<file path="src/rtl/mc_core_pkg.sv">
// Shared definitions for the multi-cycle core: opcode/funct codes, sequencer
// states and the ALU operation encoding.
package mc_core_pkg;

  localparam logic [5:0] OP_RTYPE = 6'h00;
  localparam logic [5:0] OP_J     = 6'h02;
  localparam logic [5:0] OP_JAL   = 6'h03;
  localparam logic [5:0] OP_BEQ   = 6'h04;
  localparam logic [5:0] OP_LW    = 6'h23;
  localparam logic [5:0] OP_SW    = 6'h2B;
  localparam logic [5:0] OP_HALT  = 6'h3F;

  localparam logic [5:0] FN_ADD = 6'h20;
  localparam logic [5:0] FN_SUB = 6'h22;
  localparam logic [5:0] FN_AND = 6'h24;
  localparam logic [5:0] FN_OR  = 6'h25;
  localparam logic [5:0] FN_SLT = 6'h2A;

  typedef enum logic [2:0] {
    S_FETCH,
    S_DECODE,
    S_EXEC,
    S_MEM,
    S_WB,
    S_HALT
  } state_t;

  typedef enum logic [2:0] {
    ALU_ADD,
    ALU_SUB,
    ALU_AND,
    ALU_OR,
    ALU_SLT
  } alu_op_t;

endpackage

</file>
<file path="src/rtl/mc_alu.sv">
// Combinational ALU: add/sub/and/or/signed-less-than with zero, negative and
// signed-overflow flags of the selected result.
module mc_alu
  import mc_core_pkg::*;
#(
  parameter int DATA_W = 32
) (
  input  logic [DATA_W-1:0] a,
  input  logic [DATA_W-1:0] b,
  input  alu_op_t           op,
  output logic [DATA_W-1:0] result,
  output logic              z,
  output logic              n,
  output logic              v
);

  logic [DATA_W-1:0] sum;
  logic [DATA_W-1:0] diff;

  assign sum  = a + b;
  assign diff = a - b;

  always_comb begin
    result = sum;
    v      = 1'b0;
    case (op)
      ALU_ADD: begin
        result = sum;
        v      = (a[DATA_W-1] == b[DATA_W-1]) && (sum[DATA_W-1] != a[DATA_W-1]);
      end
      ALU_SUB: begin
        result = diff;
        v      = (a[DATA_W-1] != b[DATA_W-1]) && (diff[DATA_W-1] != a[DATA_W-1]);
      end
      ALU_AND: result = a & b;
      ALU_OR:  result = a | b;
      ALU_SLT: result = {{(DATA_W-1){1'b0}}, ($signed(a) < $signed(b))};
      default: ;
    endcase
  end

  assign z = (result == '0);
  assign n = result[DATA_W-1];

endmodule

</file>
<file path="src/rtl/mc_core_param.sv">
// Multi-cycle MIPS-subset core with handshaked instruction/data ports, registered
// Z/N/V status, hardwired zero register and a HALT state left only by reset.
module mc_core_param
  import mc_core_pkg::*;
#(
  parameter int                DATA_W   = 32,
  parameter int                REG_CNT  = 32,
  parameter int                ADDR_W   = 32,
  parameter logic [ADDR_W-1:0] RESET_PC = '0
) (
  input  logic              clk,
  input  logic              reset,
  output logic              imem_req,
  output logic [ADDR_W-1:0] imem_addr,
  input  logic              imem_ready,
  input  logic [31:0]       imem_rdata,
  output logic              dmem_req,
  output logic              dmem_we,
  output logic [ADDR_W-1:0] dmem_addr,
  output logic [DATA_W-1:0] dmem_wdata,
  input  logic              dmem_ready,
  input  logic [DATA_W-1:0] dmem_rdata,
  output logic [ADDR_W-1:0] pc,
  output logic [2:0]        status,
  output logic              halted
);

  localparam int              RA_W     = $clog2(REG_CNT);
  localparam logic [RA_W-1:0] LINK_REG = RA_W'(REG_CNT - 1);

  state_t            state, state_n;
  logic [31:0]       ir;
  logic [DATA_W-1:0] a_q, b_q, alu_q, mdr;
  logic [ADDR_W-1:0] addr_q;
  logic [DATA_W-1:0] regs [REG_CNT];

  logic [5:0]        opcode, funct;
  logic [RA_W-1:0]   rs, rt, rd, wb_dst;
  logic [DATA_W-1:0] imm, rd_a, rd_b, alu_b, alu_result, wb_data;
  logic [ADDR_W-1:0] br_off, jump_pc;
  alu_op_t           alu_op;
  logic              rtype_ok, is_mem, alu_z, alu_n, alu_v;

  assign opcode  = ir[31:26];
  assign funct   = ir[5:0];
  assign rs      = ir[21 +: RA_W];
  assign rt      = ir[16 +: RA_W];
  assign rd      = ir[11 +: RA_W];
  assign imm     = {{(DATA_W-16){ir[15]}}, ir[15:0]};
  assign br_off  = {{(ADDR_W-18){ir[15]}}, ir[15:0], 2'b00};
  // pc already points past the jump, so its upper nibble is that of the delay slot
  assign jump_pc = {pc[ADDR_W-1:28], ir[25:0], 2'b00};

  assign rd_a    = (rs == '0) ? '0 : regs[rs];
  assign rd_b    = (rt == '0) ? '0 : regs[rt];
  assign is_mem  = (opcode == OP_LW) || (opcode == OP_SW);
  assign alu_b   = is_mem ? imm : b_q;

  assign wb_dst  = (opcode == OP_LW) ? rt : rd;
  assign wb_data = (opcode == OP_LW) ? mdr : alu_q;

  assign imem_addr  = pc;
  assign dmem_addr  = addr_q;
  assign dmem_wdata = b_q;

  always_comb begin
    alu_op   = ALU_ADD;
    rtype_ok = 1'b0;
    if (opcode == OP_RTYPE) begin
      rtype_ok = 1'b1;
      case (funct)
        FN_ADD:  alu_op = ALU_ADD;
        FN_SUB:  alu_op = ALU_SUB;
        FN_AND:  alu_op = ALU_AND;
        FN_OR:   alu_op = ALU_OR;
        FN_SLT:  alu_op = ALU_SLT;
        default: rtype_ok = 1'b0;
      endcase
    end else if (opcode == OP_BEQ) begin
      alu_op = ALU_SUB;
    end
  end

  mc_alu #(.DATA_W(DATA_W)) u_alu (
    .a      (a_q),
    .b      (alu_b),
    .op     (alu_op),
    .result (alu_result),
    .z      (alu_z),
    .n      (alu_n),
    .v      (alu_v)
  );

  always_ff @(posedge clk) begin
    if (reset) state <= S_FETCH;
    else       state <= state_n;
  end

  // Requests are masked during reset so an abandoned access drops immediately.
  always_comb begin
    state_n  = state;
    imem_req = 1'b0;
    dmem_req = 1'b0;
    dmem_we  = 1'b0;
    halted   = 1'b0;
    case (state)
      S_FETCH: begin
        imem_req = !reset;
        if (imem_ready) state_n = S_DECODE;
      end
      S_DECODE: state_n = S_EXEC;
      S_EXEC: begin
        case (opcode)
          OP_RTYPE:     state_n = rtype_ok ? S_WB : S_FETCH;
          OP_LW, OP_SW: state_n = S_MEM;
          OP_HALT:      state_n = S_HALT;
          default:      state_n = S_FETCH;
        endcase
      end
      S_MEM: begin
        dmem_req = !reset;
        dmem_we  = !reset && (opcode == OP_SW);
        if (dmem_ready) state_n = (opcode == OP_LW) ? S_WB : S_FETCH;
      end
      S_WB:    state_n = S_FETCH;
      S_HALT:  halted  = !reset;
      default: state_n = S_FETCH;
    endcase
  end

  always_ff @(posedge clk) begin
    if (reset) begin
      pc     <= RESET_PC;
      ir     <= '0;
      a_q    <= '0;
      b_q    <= '0;
      alu_q  <= '0;
      addr_q <= '0;
      mdr    <= '0;
      status <= '0;
      for (int i = 0; i < REG_CNT; i++) regs[i] <= '0;
    end else begin
      case (state)
        S_FETCH: begin
          if (imem_ready) begin
            ir <= imem_rdata;
            pc <= pc + ADDR_W'(4);
          end
        end
        S_DECODE: begin
          a_q <= rd_a;
          b_q <= rd_b;
        end
        S_EXEC: begin
          alu_q  <= alu_result;
          addr_q <= ADDR_W'(alu_result);
          if (rtype_ok || opcode == OP_BEQ) status <= {alu_v, alu_n, alu_z};
          if (opcode == OP_BEQ && alu_z) pc <= pc + br_off;
          if (opcode == OP_J || opcode == OP_JAL) pc <= jump_pc;
          if (opcode == OP_JAL && LINK_REG != '0) regs[LINK_REG] <= DATA_W'(pc);
        end
        S_MEM: begin
          if (dmem_ready && opcode == OP_LW) mdr <= dmem_rdata;
        end
        S_WB: begin
          if (wb_dst != '0) regs[wb_dst] <= wb_data;
        end
        default: ;
      endcase
    end
  end

endmodule

</file>
<file path="config.mk">
export PLATFORM = sky130hd
export DESIGN_NAME = mc_core_param
export DESIGN_NICKNAME = d
export VERILOG_FILES = /design/src/rtl/mc_core_pkg.sv /design/src/rtl/mc_alu.sv /design/src/rtl/mc_core_param.sv
export SDC_FILE = /design/constraint.sdc
export NUM_CORES = 2
export LEC_CHECK = 0
export CAP_MARGIN = 20
export CORE_MARGIN = 4
export CORE_UTILIZATION = 25
export CTS_CLUSTER_SIZE = 8
export DETAILED_ROUTE_END_ITERATION = 10
export PLACE_DENSITY_LB_ADDON = 0.12
export SKIP_LAST_GASP = 1
export SLEW_MARGIN = 10
export SYNTH_ARGS = -nofsm -noshare
export SYNTH_HDL_FRONTEND = slang
export SYNTH_HIERARCHICAL = 1
export SYNTH_SLANG_ARGS = --single-unit
</file>
<file path="constraint.sdc">
create_clock -name clk -period 5.8 [get_ports clk]
set_input_delay 0.87 -clock clk [delete_from_list [all_inputs] [get_ports clk]]
set_output_delay 0.87 -clock clk [all_outputs]
set_load 0.1 [all_outputs]
</file>
Yosys cells after proc, flatten, opt, wreduce, memory -nomap -nowiden. Memory sizes are Yosys's and may differ from the RTL's. A register that Yosys moved wholly into a read port is not among the register bits. Index checks and enable logic that the tools add are counted.

$add $sub $neg: 4. Reductions and logical operators: 26. $mul: 0. Divide/modulo/power cells: 0. $lt $le $gt $ge: 1. Shifts and indexed selects: 0. Bitwise operators: 4. Muxes and demuxes: 44. Equal/unequal tests: 29.

Operators by type and width (number): $mux W32 (9); $pmux W32 S4 (1); $add A32 B32 Y32 (2); $pmux W32 S2 (1); $eq A6 B6 Y1 const B (8); $add A32 B3 Y32 const B (1); $and A32 B32 Y32 (1); $logic_not A32 Y1 (1); $lt A32 B32 Y1 (1); $or A32 B32 Y32 (1); $reduce_or A32 Y1 (1); $sub A32 B32 Y32 (1); $mux W5 (6); $mux W1 (18); $mux W3 (5); $pmux W3 S5 (1); $eq A3 B2 Y1 const B (4); $eq A6 B2 Y1 const B (2); $pmux W3 S4 (1); $logic_not A5 Y1 (2); $eq A3 B3 Y1 const B (3); $pmux W3 S3 (1); $ne A2 B2 Y1 const B (4); $eq A3 B1 Y1 const B (2); 19 further kinds (31).

Register bits: 198. Bits in latches: 0. Output and inout port bits: 135. RAM bits: 1024. Logic and storage cells: 118. Memories kept: 1. ROM bits: 0.

Memory list: regs (depth 32, width 32, rd ports 2, clocked after Yosys merged registers in 2, wr ports 32, line mc_core_param.sv:35) `logic [DATA_W-1:0] regs [REG_CNT];`.

Depth between registers and ports, before layout.
Depth after elaboration: 10. Mapped depth: 27. Gate-level depth less buffers: 25.

Cells and area by module. The synthesis kept the hierarchy.

Modules (own cells, without submodules): mc_core_param (times used 1, area an instance 62363.6 sq um, cells an instance 4621); mc_alu (times used 1, area an instance 5721.7 sq um, cells an instance 856).

Worst setup path after synthesis. No wires, ideal clock.

Kind: reg2reg. Start point: reg ir[27]. End point: reg pc[29] (netlist: imem_addr[29]). Cell stages (with the launch flop): 28. Slack: 0.128 ns. Arrival: 5.612 ns. Period minus slack after synthesis: 5.672 ns. Data required time: 5.740 ns. Cells stage by stage: dfxtp_1 and3_1 nand2_1 clkbuf_1 nor2_1 clkbuf_1 a21o_1 inv_1 ha_1 clkbuf_1 nand2_1 nand2_1 o311ai_1 nand2_1 a2111oi_0 o21a_1 a21oi_1 or4_4 nor4_2 nand4bb_1 nor4_2 a41oi_1 nor3_1 nand2_1 nor3b_1 a21oi_1 o22ai_1 a41o_1.

Word-level cells in the longest chain between the ends: 9. Elaborated cells on any way between the ends: 26. Classes of those cells: 2 x add/sub; 1 x order compare; 11 x eq/ne; 4 x mux; 2 x bitwise; 6 x reduce/logical.

Ends and longest elaborated chain: start: declaration (line mc_core_param.sv:32) `logic [31:0] ir;`; start signal: assignment (line mc_core_param.sv:146) `ir <= imem_rdata;`; $eq A6 B6 Y1 (line mc_core_param.sv:56) `assign is_mem = (opcode == OP_LW) || (opcode == OP_SW);`; $logic_or A1 B1 Y1 (*) (line mc_core_param.sv:56); $mux W32 (*) (line mc_core_param.sv:57) `assign alu_b = is_mem ? imm : b_q;`; via alu_b[21] (line mc_core_param.sv:39) `logic [DATA_W-1:0] imm, rd_a, rd_b, alu_b, alu_result, wb_data;`; $add A32 B32 Y32 / $sub A32 B32 Y32 (equally long branches) (line mc_alu.sv:20, mc_alu.sv:21); $pmux W32 S4 (*) (line mc_alu.sv:26) `case (op)`; via alu_result[26] (line mc_core_param.sv:39); $logic_not A32 Y1 (*) (line mc_alu.sv:42) `assign z = (result == '0);`; via alu_z (line mc_core_param.sv:42) `logic rtype_ok, is_mem, alu_z, alu_n, alu_v;`; $logic_and A1 B1 Y1 (*) (line mc_core_param.sv:158) `if (opcode == OP_BEQ && alu_z) pc <= pc + br_off;`; $ne A2 B2 Y1 (no line) (*); $reduce_and A4 Y1 (no line) (*); end signal: assignment (line mc_core_param.sv:147) `pc <= pc + ADDR_W'(4);`; end signal: assignment (line mc_core_param.sv:158); end signal: assignment (line mc_core_param.sv:159) `if (opcode == OP_J || opcode == OP_JAL) pc <= jump_pc;`; end: declaration (line mc_core_param.sv:23) `output logic [ADDR_W-1:0] pc,`.

The timed path passes the listed nets; every way through them passes the cells marked *. A chain may end at the register's enable or synchronous reset.

Worst setup path after layout.
Start point: reg ir[31]. End point: reg pc[29] (netlist: imem_addr[29]).

Word-level cells in the longest chain between the ends: 9. Elaborated cells on any way between the ends: 26. Classes of those cells: 2 x add/sub; 1 x order compare; 11 x eq/ne; 4 x mux; 2 x bitwise; 6 x reduce/logical.

Ends and longest elaborated chain: $eq A6 B6 Y1 (line mc_core_param.sv:56); $logic_or A1 B1 Y1 (*) (line mc_core_param.sv:56); $mux W32 (*) (line mc_core_param.sv:57); via alu_b[2] (line mc_core_param.sv:39); $add A32 B32 Y32 (tied with other cells) (line mc_alu.sv:20) `assign sum = a + b;`; $pmux W32 S4 (*) (line mc_alu.sv:26); $logic_not A32 Y1 (*) (line mc_alu.sv:42); via alu_z (line mc_core_param.sv:42); $logic_and A1 B1 Y1 (*) (line mc_core_param.sv:158); $ne A2 B2 Y1 (no line) (*); $reduce_and A4 Y1 (no line) (*).

Marks and branches as above.

==> flow_metrics.py <==
metrics = {
    "status": {
        "status": "completed",
    },
    "synth": {
        "ys_async_sr_fraction_pct": 0,
        "netlist_area_mm2": 0.0681,
        "synth-main-ff-cell": "edfxtp_1",
        "synth-seq-area-share_pct": 51.2,
        "synth-edff-count": 1024,
        "synth_seq_cells": 1230,
        "synthCells": 5477,
        "ys_warn_count": 6,
        "syn-mean-instance-area_um2": 12.4,
        "yosysUniqueCellTypes": 109,
    },
    "die": {
        "pin_count": 203,
        "die_w_um": 530,
        "die_area_mm2": 0.281,
        "initial_utilization_pct": 25.1,
        "die_y_um": 530,
        "core_mm2": 0.271,
        "rows": 191,
    },
    "clocking": {
        "cts_inserted_buffers": 175,
        "clkTransAtPathRegs_ns": 0.06,
        "clock_sinks": 1230,
        "cts_tree": "built",
        "cts_max_level": 4,
        "clock-root-buffer": "clkbuf_16",
        "clk_latency_ns": 0.84,
        "clk_path_buf_depth": 3,
    },
    "timing": {
        "setup-tns-final_ns": 0,
        "final_hold_viol_count": 0,
        "clock.fmax_ghz": 0.175,
        "drv_slew": 0,
        "setup_viol": 0,
        "hold_ws_ns": 0.438,
        "period_share_pct": 98.3,
        "final.min_clock_period_ns": 5.70,
        "tightest_slew_ns": 1.21,
        "relSlewSlack_pct": 17.2,
        "rsz0062_at_grt": "yes",
        "skew_ns": 0.0443,
    },
    "worst_setup_path": {
        "timing.critical_path.mode_cell": "buf_4",
        "cp_max_fo": 6,
        "crit_type": "flop to flop",
        "required_ns": 6.56,
        "critPathCaptureType": "flop",
        "slowest_delay_ns": 0.40,
        "critPathArrivalTime_ns": 6.46,
        "cp-start-kind": "flop",
        "critPathSlowestCell": "nor4_4",
    },
    "route": {
        "wl_per_cell_um": 32.7,
        "final_antenna_net_count": 0,
        "drc": 0,
        "first_iter_violations": 4763,
        "vias_per_cell": 5.26,
        "via_count": 50500,
        "routed_wl_um": 314000,
        "dr.pass1.iters": 8,
    },
    "power_and_ir_drop": {
        "power_mw": 25.1,
        "leakagePower_nw": 27.3,
        "powerDensity_mw_per_mm2": 299,
        "vdd_drop_max_mv": 0.196,
    },
    "global_routing": {
        "grtUsageTotal_pct": 21.9,
        "grt.met1_usage_pct": 29.0,
        "first_global_vias": 51000,
        "grt-ovfl-total": 0,
        "grt_max_degree": 96,
        "grt_pass1_wl_um": 430000,
        "antenna_found_initial": 9,
        "use_met3_pct": 3.63,
        "top_usage_layer": "met2",
        "met2_usage_pct": 36.6,
    },
    "flow_run": {
        "maxCapViolCount": 0,
    },
    "placement": {
        "port_buffers": 198,
        "dp_hpwl_um": 204000,
        "placed_cell_area_mm2": 0.0776,
        "place.gp.congestion": 0.887,
    },
    "final_layout": {
        "fillers": 27200,
        "final_area_mm2": 0.0839,
        "num-nets-final": 6143,
        "layout-drive-gt1-share_pct": 28.5,
        "area_delta_synth_final_pct": 23.2,
    },
    "hold_path": {
        "hold_path.class": "input port to flop",
    },
}
==> area by class of cell <==
class                      instances  area (um2)  share of cell area (%)
inverter                         118         450                   0.537
antenna                            5        12.5                  0.0149
clock buffer                     225        4630                    5.52
clock inverter                    16         221                   0.264
sequential                      1230       34900                    41.6
timing repair buffer             781        7090                    8.46
tap                             3570        4470                    5.32
multi-input combinational       3640       32100                    38.3
==> registers in the layout, indices dropped and copies added (netlist names), 30 cells and up, named ones only <==
name and flops:
mdr 32, a_q 32, imem_addr 30, regs 1024
dmem_wdata 32, ir 32, dmem_addr 32
==> per-stage QoR <==
stage | utilization, % | setup WS (ns) | cells
after floorplan | - | 0.128 | 5512
after global placement | 28.6 | -1.16 | 9287
after detailed placement | 28.6 | -1.09 | 9289
after CTS | 30.7 | -0.0247 | 9561
after global routing | 31.0 | -0.170 | 9582
final | 31.0 | 0.0995 | 9585
==> per-layer routing <==
metal	share of wire [%]	vias up
met5	0.0022	-
met1	43	26800
li1	-	21400
met4	3.2	2
met3	6.0	370
met2	48	1866
==> power by group <==
part,internal (mW),switching [mW]
sequential,9.88,0.333
clock,5.56,4.07
combinational,2.19,3.07
total,17.6,7.47
==> worst paths after layout <==
kind                                           start                         end  slack [ns]  depth (start not counted)
worst max-delay path             ir[31]$_SDFFE_PP0P_  imem_addr[29]$_SDFFE_PP0P_         0.1                         28
worst min-delay path                           reset  imem_addr[23]$_SDFFE_PP0P_        0.44                          2
worst max register to register   ir[31]$_SDFFE_PP0P_  imem_addr[29]$_SDFFE_PP0P_         0.1                         28
worst min register to register  mdr[27]$_SDFFE_PP0P_        mdr[27]$_SDFFE_PP0P_        0.49                          2
==> critical path, delay by kind of cell, from the launching register on <==
kind                       cells  cell delay, ns
DFF                            1            0.34
and+or+nand+nor                9            1.62
muxes                          1            0.32
adders and majority gates      1            0.21
buffers and inverters          6            0.95
AOI/OAI and AO/OA             11            2.17
==> Yosys cell counts, types with 12 or more instances <==
| library cell | n | area, um2 |
|---|---|---|
| a21o_1 | 48 | 360 |
| clkbuf_1 | 332 | 1250 |
| a211oi_1 | 28 | 210 |
| xnor2_1 | 17 | 149 |
| nand3_1 | 46 | 230 |
| mux4_2 | 640 | 14400 |
| and2_1 | 12 | 75.1 |
| nand2_1 | 421 | 1580 |
| and3_1 | 19 | 119 |
| o21ai_0 | 131 | 656 |
| ha_1 | 126 | 1580 |
| a21oi_1 | 285 | 1430 |
| mux2_2 | 14 | 158 |
| nor2b_1 | 25 | 156 |
| nand2b_1 | 22 | 138 |
| inv_1 | 115 | 432 |
| o22ai_1 | 18 | 113 |
| buf_4 | 44 | 330 |
| edfxtp_1 | 1024 | 30700 |
| buf_2 | 102 | 510 |
| o31ai_1 | 12 | 90.1 |
| o211ai_1 | 26 | 195 |
| mux2i_1 | 121 | 1210 |
| a31oi_1 | 32 | 200 |
| dfxtp_1 | 206 | 4120 |
| nor3_1 | 49 | 245 |
| or3_1 | 13 | 81.3 |
| buf_1 | 42 | 158 |
| nand4_1 | 25 | 156 |
| nor2_1 | 1217 | 4570 |
| nor4_1 | 13 | 81.3 |
==> cells in the final DEF, fill, tap and decap left out, types with 89 or more instances in the layout <==
cell	instances
buf_4	511
clkbuf_16	177
nand2_1	363
dfxtp_1	193
nor2_1	1207
a21oi_1	276
o21ai_0	120
edfxtp_1	1024
clkdlybuf4s50_1	197
mux2i_1	89
inv_1	105
ha_1	106
mux4_2	640
==> what timing repair did <==
item,in CTS,in global routing
gates resized for setup,125,83
setup buffers,31,17
hold buffers,0,0
pin swaps,29,39
cloned,1,0
setup endpoints to repair,72,72
==> kinds of logic (layout without fill, tap and decap cells) <==
group	after synthesis	count (layout)	synth area share, %
simple gates	1922	1922	11.7
flops	1230	1230	51.2
mux	776	776	23.2
compound gates	750	750	7.11
buf+inv	642	1140	4.02
fa+ha+maj	129	129	2.40
xor+xnor	27	27	0.347
other cells	1	41	0.00551
Note: power is estimated with default switching activity, not from simulation.
